File: src/rtl/lcd4_stream_ctrl.sv
// HD44780-style 4-bit LCD controller: autonomous power-on init, then streams
// FIFO-buffered command/data bytes to the panel as high/low nibble pairs.
module lcd4_stream_ctrl #(
    parameter int DEPTH       = 8,
    parameter int T_POWERUP   = 750000,
    parameter int T_INIT_LONG = 205000,
    parameter int T_AS        = 2,
    parameter int T_EH        = 12,
    parameter int T_H         = 2,
    parameter int T_NIB       = 50,
    parameter int T_CMD       = 2000,
    parameter int T_CLEAR     = 82000
) (
    input  logic                       clk,
    input  logic                       rst,
    input  logic                       in_valid,
    input  logic                       in_rs,
    input  logic [7:0]                 in_data,
    output logic                       in_ready,
    output logic                       lcd_e,
    output logic                       lcd_rs,
    output logic                       lcd_rw,
    output logic                       lcd_4,
    output logic                       lcd_5,
    output logic                       lcd_6,
    output logic                       lcd_7,
    output logic                       init_done,
    output logic                       busy,
    output logic [$clog2(DEPTH+1)-1:0] fifo_level
);

    function automatic int max_i(input int a, input int b);
        return (a > b) ? a : b;
    endfunction

    localparam int LW      = $clog2(DEPTH + 1);
    localparam int AW      = $clog2(DEPTH);
    localparam int CNT_MAX = max_i(max_i(max_i(T_POWERUP, T_INIT_LONG), max_i(T_CLEAR, T_CMD)),
                                   max_i(max_i(T_AS, T_EH), max_i(T_H, T_NIB)));
    localparam int CW      = $clog2(CNT_MAX + 1);

    localparam logic [CW-1:0] L_POWERUP   = CW'(T_POWERUP - 1);
    localparam logic [CW-1:0] L_INIT_LONG = CW'(T_INIT_LONG - 1);
    localparam logic [CW-1:0] L_AS        = CW'(T_AS - 1);
    localparam logic [CW-1:0] L_EH        = CW'(T_EH - 1);
    localparam logic [CW-1:0] L_H         = CW'(T_H - 1);
    localparam logic [CW-1:0] L_NIB       = CW'(T_NIB - 1);
    localparam logic [CW-1:0] L_CMD       = CW'(T_CMD - 1);
    localparam logic [CW-1:0] L_CLEAR     = CW'(T_CLEAR - 1);

    typedef enum logic [2:0] {
        S_PWR_WAIT,
        S_IDLE,
        S_SETUP,
        S_E_HIGH,
        S_HOLD,
        S_NIB_GAP,
        S_CMD_WAIT
    } state_t;

    // Steps 0..3 are single init nibbles (upper half only), 4..7 are full bytes.
    function automatic logic [7:0] init_byte(input logic [2:0] step);
        case (step)
            3'd0, 3'd1, 3'd2: return 8'h30;
            3'd3:             return 8'h20;
            3'd4:             return 8'h28;
            3'd5:             return 8'h0C;
            3'd6:             return 8'h06;
            default:          return 8'h01;
        endcase
    endfunction

    // ---------------- request FIFO ----------------
    logic [8:0]    mem [DEPTH];
    logic [AW-1:0] wr_ptr, rd_ptr;
    logic [LW-1:0] level;
    logic          push, pop;
    logic [8:0]    head;

    assign in_ready = (level != LW'(DEPTH));
    assign push     = in_valid && in_ready;
    assign head     = mem[rd_ptr];

    // NOTE: storage carries no reset; occupancy is tracked by level, so stale entries are never read.
    always_ff @(posedge clk) begin
        if (push) mem[wr_ptr] <= {in_rs, in_data};
    end

    // NOTE: every clocked register uses <= so all updates see pre-edge values.
    always_ff @(posedge clk or posedge rst) begin
        if (rst) begin
            wr_ptr <= '0;
            rd_ptr <= '0;
            level  <= '0;
        end else begin
            if (push) wr_ptr <= wr_ptr + AW'(1);
            if (pop)  rd_ptr <= rd_ptr + AW'(1);
            if (push && !pop)      level <= level + LW'(1);
            else if (pop && !push) level <= level - LW'(1);
        end
    end

    // ---------------- sequencer ----------------
    state_t        state, state_n;
    logic [CW-1:0] cnt, cnt_n;
    logic [7:0]    cur_byte, cur_byte_n;
    logic          cur_rs, cur_rs_n;
    logic          low, low_n;
    logic          single, single_n;
    logic [2:0]    step, step_n;
    logic [3:0]    nib, nib_n;
    logic          done, done_n;

    logic          start, start_rs, start_single;
    logic [7:0]    start_byte;

    always_ff @(posedge clk or posedge rst) begin
        if (rst) begin
            state    <= S_PWR_WAIT;
            cnt      <= L_POWERUP;
            cur_byte <= '0;
            cur_rs   <= 1'b0;
            low      <= 1'b0;
            single   <= 1'b0;
            step     <= '0;
            nib      <= '0;
            done     <= 1'b0;
        end else begin
            state    <= state_n;
            cnt      <= cnt_n;
            cur_byte <= cur_byte_n;
            cur_rs   <= cur_rs_n;
            low      <= low_n;
            single   <= single_n;
            step     <= step_n;
            nib      <= nib_n;
            done     <= done_n;
        end
    end

    // NOTE: every signal driven here gets a default first, so no latches are inferred.
    always_comb begin
        state_n      = state;
        cnt_n        = (cnt == '0) ? cnt : cnt - CW'(1);
        cur_byte_n   = cur_byte;
        cur_rs_n     = cur_rs;
        low_n        = low;
        single_n     = single;
        step_n       = step;
        nib_n        = nib;
        done_n       = done;
        pop          = 1'b0;
        start        = 1'b0;
        start_byte   = head[7:0];
        start_rs     = head[8];
        start_single = 1'b0;

        case (state)
            S_PWR_WAIT: begin
                if (cnt == '0) begin
                    start        = 1'b1;
                    start_byte   = init_byte(3'd0);
                    start_rs     = 1'b0;
                    start_single = 1'b1;
                end
            end
            S_IDLE: begin
                if (done && level != '0) begin
                    pop   = 1'b1;
                    start = 1'b1;
                end
            end
            S_SETUP: begin
                if (cnt == '0) begin
                    state_n = S_E_HIGH;
                    cnt_n   = L_EH;
                end
            end
            S_E_HIGH: begin
                if (cnt == '0) begin
                    state_n = S_HOLD;
                    cnt_n   = L_H;
                end
            end
            S_HOLD: begin
                if (cnt == '0) begin
                    if (!single && !low) begin
                        state_n = S_NIB_GAP;
                        cnt_n   = L_NIB;
                    end else begin
                        state_n = S_CMD_WAIT;
                        if (single && step == 3'd0)
                            cnt_n = L_INIT_LONG;
                        else if (!single && !cur_rs && (cur_byte == 8'h01 || cur_byte == 8'h02))
                            cnt_n = L_CLEAR;
                        else
                            cnt_n = L_CMD;
                    end
                end
            end
            S_NIB_GAP: begin
                if (cnt == '0) begin
                    state_n = S_SETUP;
                    cnt_n   = L_AS;
                    low_n   = 1'b1;
                    nib_n   = cur_byte[3:0];
                end
            end
            S_CMD_WAIT: begin
                if (cnt == '0) begin
                    if (!done) begin
                        if (step == 3'd7) begin
                            state_n = S_IDLE;
                            done_n  = 1'b1;
                        end else begin
                            step_n       = step + 3'd1;
                            start        = 1'b1;
                            start_byte   = init_byte(step + 3'd1);
                            start_rs     = 1'b0;
                            start_single = ~step_n[2];
                        end
                    end else if (level != '0) begin
                        // Chain straight into the next queued byte without an IDLE cycle.
                        pop   = 1'b1;
                        start = 1'b1;
                    end else begin
                        state_n = S_IDLE;
                    end
                end
            end
            default: begin
                state_n = S_PWR_WAIT;
                cnt_n   = L_POWERUP;
            end
        endcase

        if (start) begin
            state_n    = S_SETUP;
            cnt_n      = L_AS;
            cur_byte_n = start_byte;
            cur_rs_n   = start_rs;
            single_n   = start_single;
            low_n      = 1'b0;
            nib_n      = start_byte[7:4];
        end
    end

    assign lcd_e                      = (state == S_E_HIGH);
    assign lcd_rs                     = cur_rs;
    assign lcd_rw                     = 1'b0;
    assign {lcd_7, lcd_6, lcd_5, lcd_4} = nib;
    assign init_done                  = done;
    assign busy                       = (state != S_IDLE) || (level != '0);
    assign fifo_level                 = level;

endmodule

File: config.mk
export PLATFORM = sky130hd
export DESIGN_NAME = lcd4_stream_ctrl
export DESIGN_NICKNAME = d
export VERILOG_FILES = /design/src/rtl/lcd4_stream_ctrl.sv
export SDC_FILE = /design/constraint.sdc
export NUM_CORES = 1
export LEC_CHECK = 0
export BUFFER_PORTS_ARGS = -buffer_cell sky130_fd_sc_hd__buf_4
export CAP_MARGIN = 20
export CORE_UTILIZATION = 45
export CTS_CLUSTER_SIZE = 20
export DETAILED_ROUTE_END_ITERATION = 8
export GPL_ROUTABILITY_DRIVEN = 0
export GPL_TIMING_DRIVEN = 0
export PLACE_DENSITY_LB_ADDON = 0.3
export SYNTH_ARGS = -nofsm -noshare
export SYNTH_HDL_FRONTEND = slang
export SYNTH_SLANG_ARGS = --single-unit
File: constraint.sdc
create_clock -name clk -period 3.4 [get_ports clk]
set_input_delay 0.17 -clock clk [delete_from_list [all_inputs] [get_ports clk]]
set_output_delay 0.17 -clock clk [all_outputs]
set_load 0.005 [all_outputs]
==> flow_metrics.py, run 1 <==
metrics = {
    "detailed_routing": {
        "avgRoutedWirePerCell_um": 19.14,
        "wl_um": 14220,
        "vias": 4394,
        "vias_per_cell": 5.914,
        "drtAntennaViolNets": 0,
        "first_pass_iters": 5,
        "drt_iter0_drc": 309,
        "drcViolationCount": 0,
    },
    "clocking": {
        "cts_root_buf": "clkbuf_16",
        "clock_latency_ps": 420,
        "cts_tree": "yes",
        "cts.sinks": 124,
        "numCtsBuffers": 17,
        "path_clk_slew_ps": 60,
        "h-tree-depth": 4,
        "clk_path_buf_depth": 2,
    },
    "floorplan": {
        "rows": 42,
        "fp.dieW_um": 118.5,
        "initial_core_util_pct": 46.15,
        "dieArea_um2": 14050,
        "io_pins": 26,
        "die-height_um": 118.5,
        "core_um2": 13240,
    },
    "synth": {
        "synth_edf_count": 72,
        "postSynthCellCount": 493,
        "ys.warnings.count": 0,
        "ys_seq_elements": 124,
        "ys.flop_type": "edfxtp_1",
        "synth_area_leaders": "edfxtp_1 35%, dfrtp_1 16%, mux4_2 6.6%, dfstp_2 5.6%, ha_1 3.3%",
        "synth_most_common_cell": "edfxtp_1",
        "syn_nets": 522,
        "synth_top_area_share_pct": 35.37,
        "syn-cell-area_um2": 6112,
        "synth_common_cells": "72 x edfxtp_1, 39 x dfrtp_1, 33 x nand2_1",
        "synthDistinctLibCells": 64,
        "async_reset_ff_share_pct": 41.94,
        "yosysTopAreaCell": "edfxtp_1",
        "syn_avg_cell_area_um2": 12.40,
        "yosysSeqAreaShare_pct": 56.93,
    },
    "timing": {
        "clock_skew_ps": 10.05,
        "slew_headroom_pct": 33.01,
        "holdWs_ps": 250.3,
        "period_needed_ps": 3363,
        "setup_tns_ps": 0,
        "tightest_slew_ps": 1001,
        "rsz0062_at_grt": "yes",
        "hold_violations": 0,
        "fin_crit_sh_pct": 98.90,
        "finalSetupViolations": 0,
        "final_max_slew_viol_count": 0,
        "max_freq_mhz": 297.4,
    },
    "cells_and_area": {
        "fin_util_pct": 55.26,
        "design_area_um2": 7318,
        "syn2layout_area_growth_pct": 19.73,
        "drive_gt1_share_pct": 22.93,
        "nNetsFinal": 583,
        "num_antenna_cells": 0,
    },
    "power": {
        "p_int_uw": 2988,
        "power_density_nw_per_um2": 550.1,
        "ir_drop_v": 0.0006390,
        "p_sw_uw": 1037,
        "p_leak_uw": 0.002701,
        "clkPwrFrac_pct": 41.7,
        "switching_share_pct": 25.76,
        "p_comb_share_pct": 11.4,
        "seqPwrFrac_pct": 46.9,
    },
    "worst_hold_path": {
        "min_path_type": "primary input to flip-flop",
    },
    "grt": {
        "track_usage_pct": 21.85,
        "grt_pass1_wl_um": 23120,
        "grt_max_degree": 30,
        "grt_pass1_vias": 4538,
        "antenna_found_initial": 0,
        "gr-total-overflow": 0,
    },
    "placed_design": {
        "dp_hpwl_um": 9717,
        "placed_area_um2": 6585,
        "port_buffers": 24,
    },
    "run_status": {
        "outcome": "completed",
    },
    "critical_path": {
        "worstPathArrival_ps": 3670,
        "crit_type": "flip-flop to flip-flop",
        "cp-start-kind": "flip-flop",
        "required_ps": 3710,
        "worstPathMaxFanout": 9,
        "worstSetupEndpointType": "flip-flop",
    },
    "flow_run": {
        "drv_cap": 0,
    },
}
worst max-delay path, cell delays in order (launching register included):
cell      delay (ps)
dfrtp_2          400
or4_1            510
buf_2            180
or4_4            520
buf_6            160
o21bai_4         180
nand2_2          100
ha_2             220
inv_2             70
ha_1             220
a21o_1           190
a21oi_2          150
xnor2_1          130
nor2_1            80
xor2_1           140
layer usage:
| layer | global-route usage (%) | vias up | share of wire, % |
|---|---|---|---|
| li1 | - | 2019 | - |
| met1 | 25.82 | 2177 | 40 |
| met2 | 36.07 | 150 | 51 |
| met3 | 5.019 | 48 | 5.3 |
| met4 | 13.69 | 0 | 3.9 |
| met5 | 0 | - | 0 |
cells by family (layout without fill, tap and decap cells):
group	count (synthesis)	in the layout	synth area share [%]
AND/OR/NAND/NOR	156	156	13.39
flip-flops	124	124	56.93
AO/OA/AOI/OAI	99	99	10.79
buffers and inverters	42	116	2.845
multiplexers	36	36	9.806
XOR/XNOR	18	18	2.579
adder cells (fa/ha/maj)	17	17	3.603
other	1	1	0.06135
power groups by stage:
stage          clock [µW]  combinational [µW]  sequential (µW)
2_1_floorplan           0                 273             1880
3_3_place_gp            0                 407             1890
3_5_place_dp            0                 450             1910
4_1_cts              1700                 470             1890
5_1_grt              1760                 506             1910
6_report             1680                 461             1890
sequential cells by signal, summed over array words and instances (netlist names):
name and count:
step 3, nib 4, low 1, init_done 1, cur_byte 8, single 1, cnt 20, fifo_level 4
mem 72, lcd_rs 1, state 3, rd_ptr 3, wr_ptr 3
placed cells by master, fill, tap and decap left out, types with 4 or more instances in the layout:
cell type | netlist | layout
mux4_2 | 18 | 18
buf_2 | 4 | 5
buf_4 | 1 | 31
nor2_1 | 27 | 26
clkbuf_16 | 0 | 17
a31oi_1 | 8 | 8
nor4_1 | 11 | 9
nand2b_1 | 4 | 4
a21oi_1 | 25 | 24
nand3_1 | 21 | 21
o21ai_0 | 22 | 22
nand4_1 | 4 | 4
mux2i_1 | 7 | 7
dfstp_2 | 13 | 13
inv_6 | 0 | 4
o31ai_1 | 7 | 7
mux2_2 | 11 | 11
a211oi_1 | 6 | 6
ha_1 | 16 | 15
nor3_1 | 21 | 17
dlygate4sd3_1 | 0 | 10
inv_1 | 18 | 16
xor2_1 | 7 | 7
nor3_2 | 0 | 4
and3_1 | 4 | 4
nand2_1 | 33 | 32
edfxtp_1 | 72 | 72
clkinv_2 | 0 | 4
or4_1 | 8 | 8
clkbuf_1 | 15 | 16
xnor2_1 | 11 | 11
dfrtp_1 | 39 | 38
or3_1 | 4 | 4
repair_timing:
item                                    4_1_cts  5_1_grt
setup buffers                                 2        2
hold endpoints to repair                     82        0
hold buffers                                 10        0
pin swaps                                     1        1
endpoints found under the setup margin       14       13
gates resized for setup                       8        4
through the flow:
step | setup WS, ps | std cells | power, µW
after floorplan | 5.322 | 493 | 2153
after global placement | -672.0 | 693 | 2301
after detailed placement | -434.5 | 697 | 2364
after CTS | 12.91 | 741 | 4062
after global routing | -73.50 | 743 | 4174
final | 37.46 | 743 | 4025
final cells by class:
type                    instances  area, µm²
plain buffers                  23      102.6
clock buffers                  18      429.2
clock inverters                14      117.6
fillers                      1118       5924
inverters                      19      71.32
multi-input cells             327       2546
flip-flops and latches        124       3481
well taps                     176      220.2
repair buffers                 42      350.3
worst paths after layout:
path,end,cells after the start,startpoint,slack [ps]
worst max register to register,fifo_level[3],14,cnt[4],40
max in group asynchronous,cur_byte[0],4,rst,2500
min in group asynchronous,cnt[6],3,rst,360
worst min register to register,cur_byte[5],1,cur_byte[5],500
worst min-delay path,wr_ptr[1],4,in_valid,250
worst max-delay path,fifo_level[3],14,cnt[4],40
Power figures use the tool's default switching activity.
==> run 2: changes to the inputs <==
--- a/config.mk
+++ b/config.mk
@@ -7,12 +7,13 @@
 export LEC_CHECK = 0
 export BUFFER_PORTS_ARGS = -buffer_cell sky130_fd_sc_hd__buf_4
 export CAP_MARGIN = 20
-export CORE_UTILIZATION = 45
+export CORE_UTILIZATION = 56
 export CTS_CLUSTER_SIZE = 20
 export DETAILED_ROUTE_END_ITERATION = 8
 export GPL_ROUTABILITY_DRIVEN = 0
 export GPL_TIMING_DRIVEN = 0
 export PLACE_DENSITY_LB_ADDON = 0.3
+export SLEW_MARGIN = 20
 export SYNTH_ARGS = -nofsm -noshare
 export SYNTH_HDL_FRONTEND = slang
 export SYNTH_SLANG_ARGS = --single-unit
==> run 2 against run 1 <==
Worst hold slack got worse by 96 ps. Sequential cell count unchanged. Highest routed layer unchanged. Final cell count down 5.4%. Total power rose by 2.9%.
==> flow_metrics.py, run 2 (synthesized netlist as in run 1, its figures left out) <==
metrics = {
    "clocking": {
        "cts_root_buf": "clkbuf_8",
        "cts_tree": "yes",
        "cts.sinks": 124,
        "numCtsBuffers": 17,
        "clock_latency_ps": 530,
        "h-tree-depth": 4,
        "clk_path_buf_depth": 2,
        "path_clk_slew_ps": 70,
    },
    "cells_and_area": {
        "mostFrequentLayoutCells": "72 x edfxtp_1, 38 x dfrtp_1, 32 x nand2_1, 32 x buf_4, 26 x nor2_1",
        "syn2layout_area_growth_pct": 19.67,
        "regMostFlops": "mem",
        "nNetsFinal": 583,
        "nFillCells": 736,
        "largestRegisters": "mem (72), cnt (20), cur_byte (8)",
        "final_common_cell": "edfxtp_1",
        "design_area_um2": 7315,
        "finalNonFillerCells": 703,
        "num_antenna_cells": 0,
        "largest_register_ffs": 72,
        "drive_gt1_share_pct": 23.46,
    },
    "timing": {
        "final_max_slew_viol_count": 0,
        "clock_skew_ps": 8.670,
        "fin_crit_sh_pct": 97.31,
        "finalSetupViolations": 0,
        "tightest_slew_ps": 995.6,
        "max_freq_mhz": 302.2,
        "holdWs_ps": 154.7,
        "slew_headroom_pct": 33.01,
        "hold_violations": 0,
        "rsz0062_at_grt": "yes",
        "period_needed_ps": 3309,
    },
    "critical_path": {
        "worstSetupEndpoint": "fifo_level[3]",
        "reg2reg_depth": 14,
        "worstReg2RegStart": "cnt[4]",
        "max_stage_delay_ps": 520,
        "cp-start-kind": "flip-flop",
        "required_ps": 3810,
        "reg2reg_slack_ps": 90,
        "rr_endpoint": "fifo_level[3]",
        "crit_chain": "or4_1 -> buf_4 -> or4_4 -> buf_6 -> o21bai_4 -> nand2_4 -> ha_4 -> inv_2 -> ha_1 -> a21o_1 -> a21oi_2 -> xnor2_1 -> nor2_1 -> xor2_1",
        "cp_slowest_cell": "or4_1",
        "worstPathArrival_ps": 3720,
        "worstPathMaxFanout": 9,
        "cp-startpoint": "cnt[4]",
        "worstSetupEndpointType": "flip-flop",
        "crit_type": "flip-flop to flip-flop",
    },
    "flow_run": {
        "drv_cap": 0,
    },
    "detailed_routing": {
        "drcViolationCount": 0,
        "vias_per_cell": 6.394,
        "drtAntennaViolNets": 0,
        "vias": 4495,
        "first_pass_iters": 8,
        "wl_um": 14530,
        "avgRoutedWirePerCell_um": 20.67,
        "drt_iter0_drc": 492,
    },
    "power": {
        "clkPwrFrac_pct": 43.0,
        "p_leak_uw": 0.002735,
        "p_sw_uw": 1135,
        "ir_drop_v": 0.0005697,
        "p_comb_share_pct": 11.5,
        "power_density_nw_per_um2": 566.3,
        "seqPwrFrac_pct": 45.5,
        "switching_share_pct": 27.40,
        "p_int_uw": 3007,
    },
    "placed_design": {
        "port_buffers": 24,
        "dp_hpwl_um": 9680,
        "placed_area_um2": 6556,
        "dp.cells": 659,
    },
    "floorplan": {
        "io_pins": 26,
        "fp.dieW_um": 106.5,
        "dieArea_um2": 11340,
        "rows": 37,
        "initial_core_util_pct": 58.42,
        "die-height_um": 106.5,
        "core_um2": 10460,
    },
    "grt": {
        "gr-total-overflow": 0,
        "grt_pass1_wl_um": 23200,
        "track_usage_pct": 27.76,
        "antenna_found_initial": 0,
        "grt_pass1_vias": 4525,
        "grt_max_degree": 30,
    },
    "run_status": {
        "outcome": "completed",
    },
    "worst_hold_path": {
        "min_path_type": "primary input to flip-flop",
    },
}
==> run 2: repair_timing <==
action,CTS,global route
buffers inserted,2,0
endpoints found under the hold margin,82,0
hold buffers,10,0
pin swaps,1,0
resized for setup,5,9
endpoints found under the setup margin,3,13
==> run 2: stage by stage <==
step | total power, µW | TNS (ps) | worst slack (ps) | util, %
finish | 4142 | 0 | 91.43 | 69.91
global placement | 2300 | -1057 | -557.0 | 61.77
detailed placement | 2362 | -635.2 | -425.6 | 62.66
global route | 4279 | -11.39 | -11.39 | 69.91
floorplan | 2153 | 0 | 5.322 | -
CTS | 4138 | 0 | 27.89 | 69.52
==> run 2: how the worst min path moves through the flow <==
stage                          start  slack, ps         to  depth (start not counted)
after floorplan           in_data[0]        270  mem[0][0]                          0
after global placement    in_data[3]        400  mem[0][3]                          1
after detailed placement         rst        260     cnt[6]                          2
after CTS                   in_valid        140  wr_ptr[0]                          3
after global routing        in_valid        180  wr_ptr[0]                          3
final                       in_valid        150  wr_ptr[0]                          3
==> run 2: area by class of cell <==
class                      count  area [µm²]  area share (%)
inverter                      19       71.32          0.9750
clock buffer                  17       414.1           5.662
sequential                   124        3481           47.59
buffer                        23       105.1           1.437
multi-input combinational    327        2552           34.90
tap                          136       170.2           2.326
clock inverter                15       170.2           2.326
timing repair buffer          42       350.3           4.790
==> run 2: per-layer routing <==
metal / track usage, % / share of wire [%] / wire length (µm) / vias up
met5: 0 / 0 / 0 / -
met4: 12.23 / 3.1 / 450 / 0
met3: 6.376 / 5.3 / 770 / 40
met2: 49.91 / 54 / 7812 / 180
met1: 31.47 / 38 / 5496 / 2240
li1: - / - / - / 2035
==> run 2: critical path: cells and delay by family, from the launching register on <==
kind	cells	cell delay, ps
and+or+nand+nor	4	1190
AOI/OAI and AO/OA	3	490
adders and majority gates	2	430
DFF	1	420
buffers and inverters	3	410
xor gates and xnor gates	2	250
==> run 2: power groups by stage <==
| stage | clock network, µW | registers (µW) | logic [µW] |
|---|---|---|---|
| floorplan | 0 | 1880 | 273 |
| global placement | 0 | 1890 | 406 |
| detailed placement | 0 | 1910 | 450 |
| CTS | 1790 | 1880 | 464 |
| global route | 1860 | 1900 | 516 |
| finish | 1780 | 1890 | 475 |
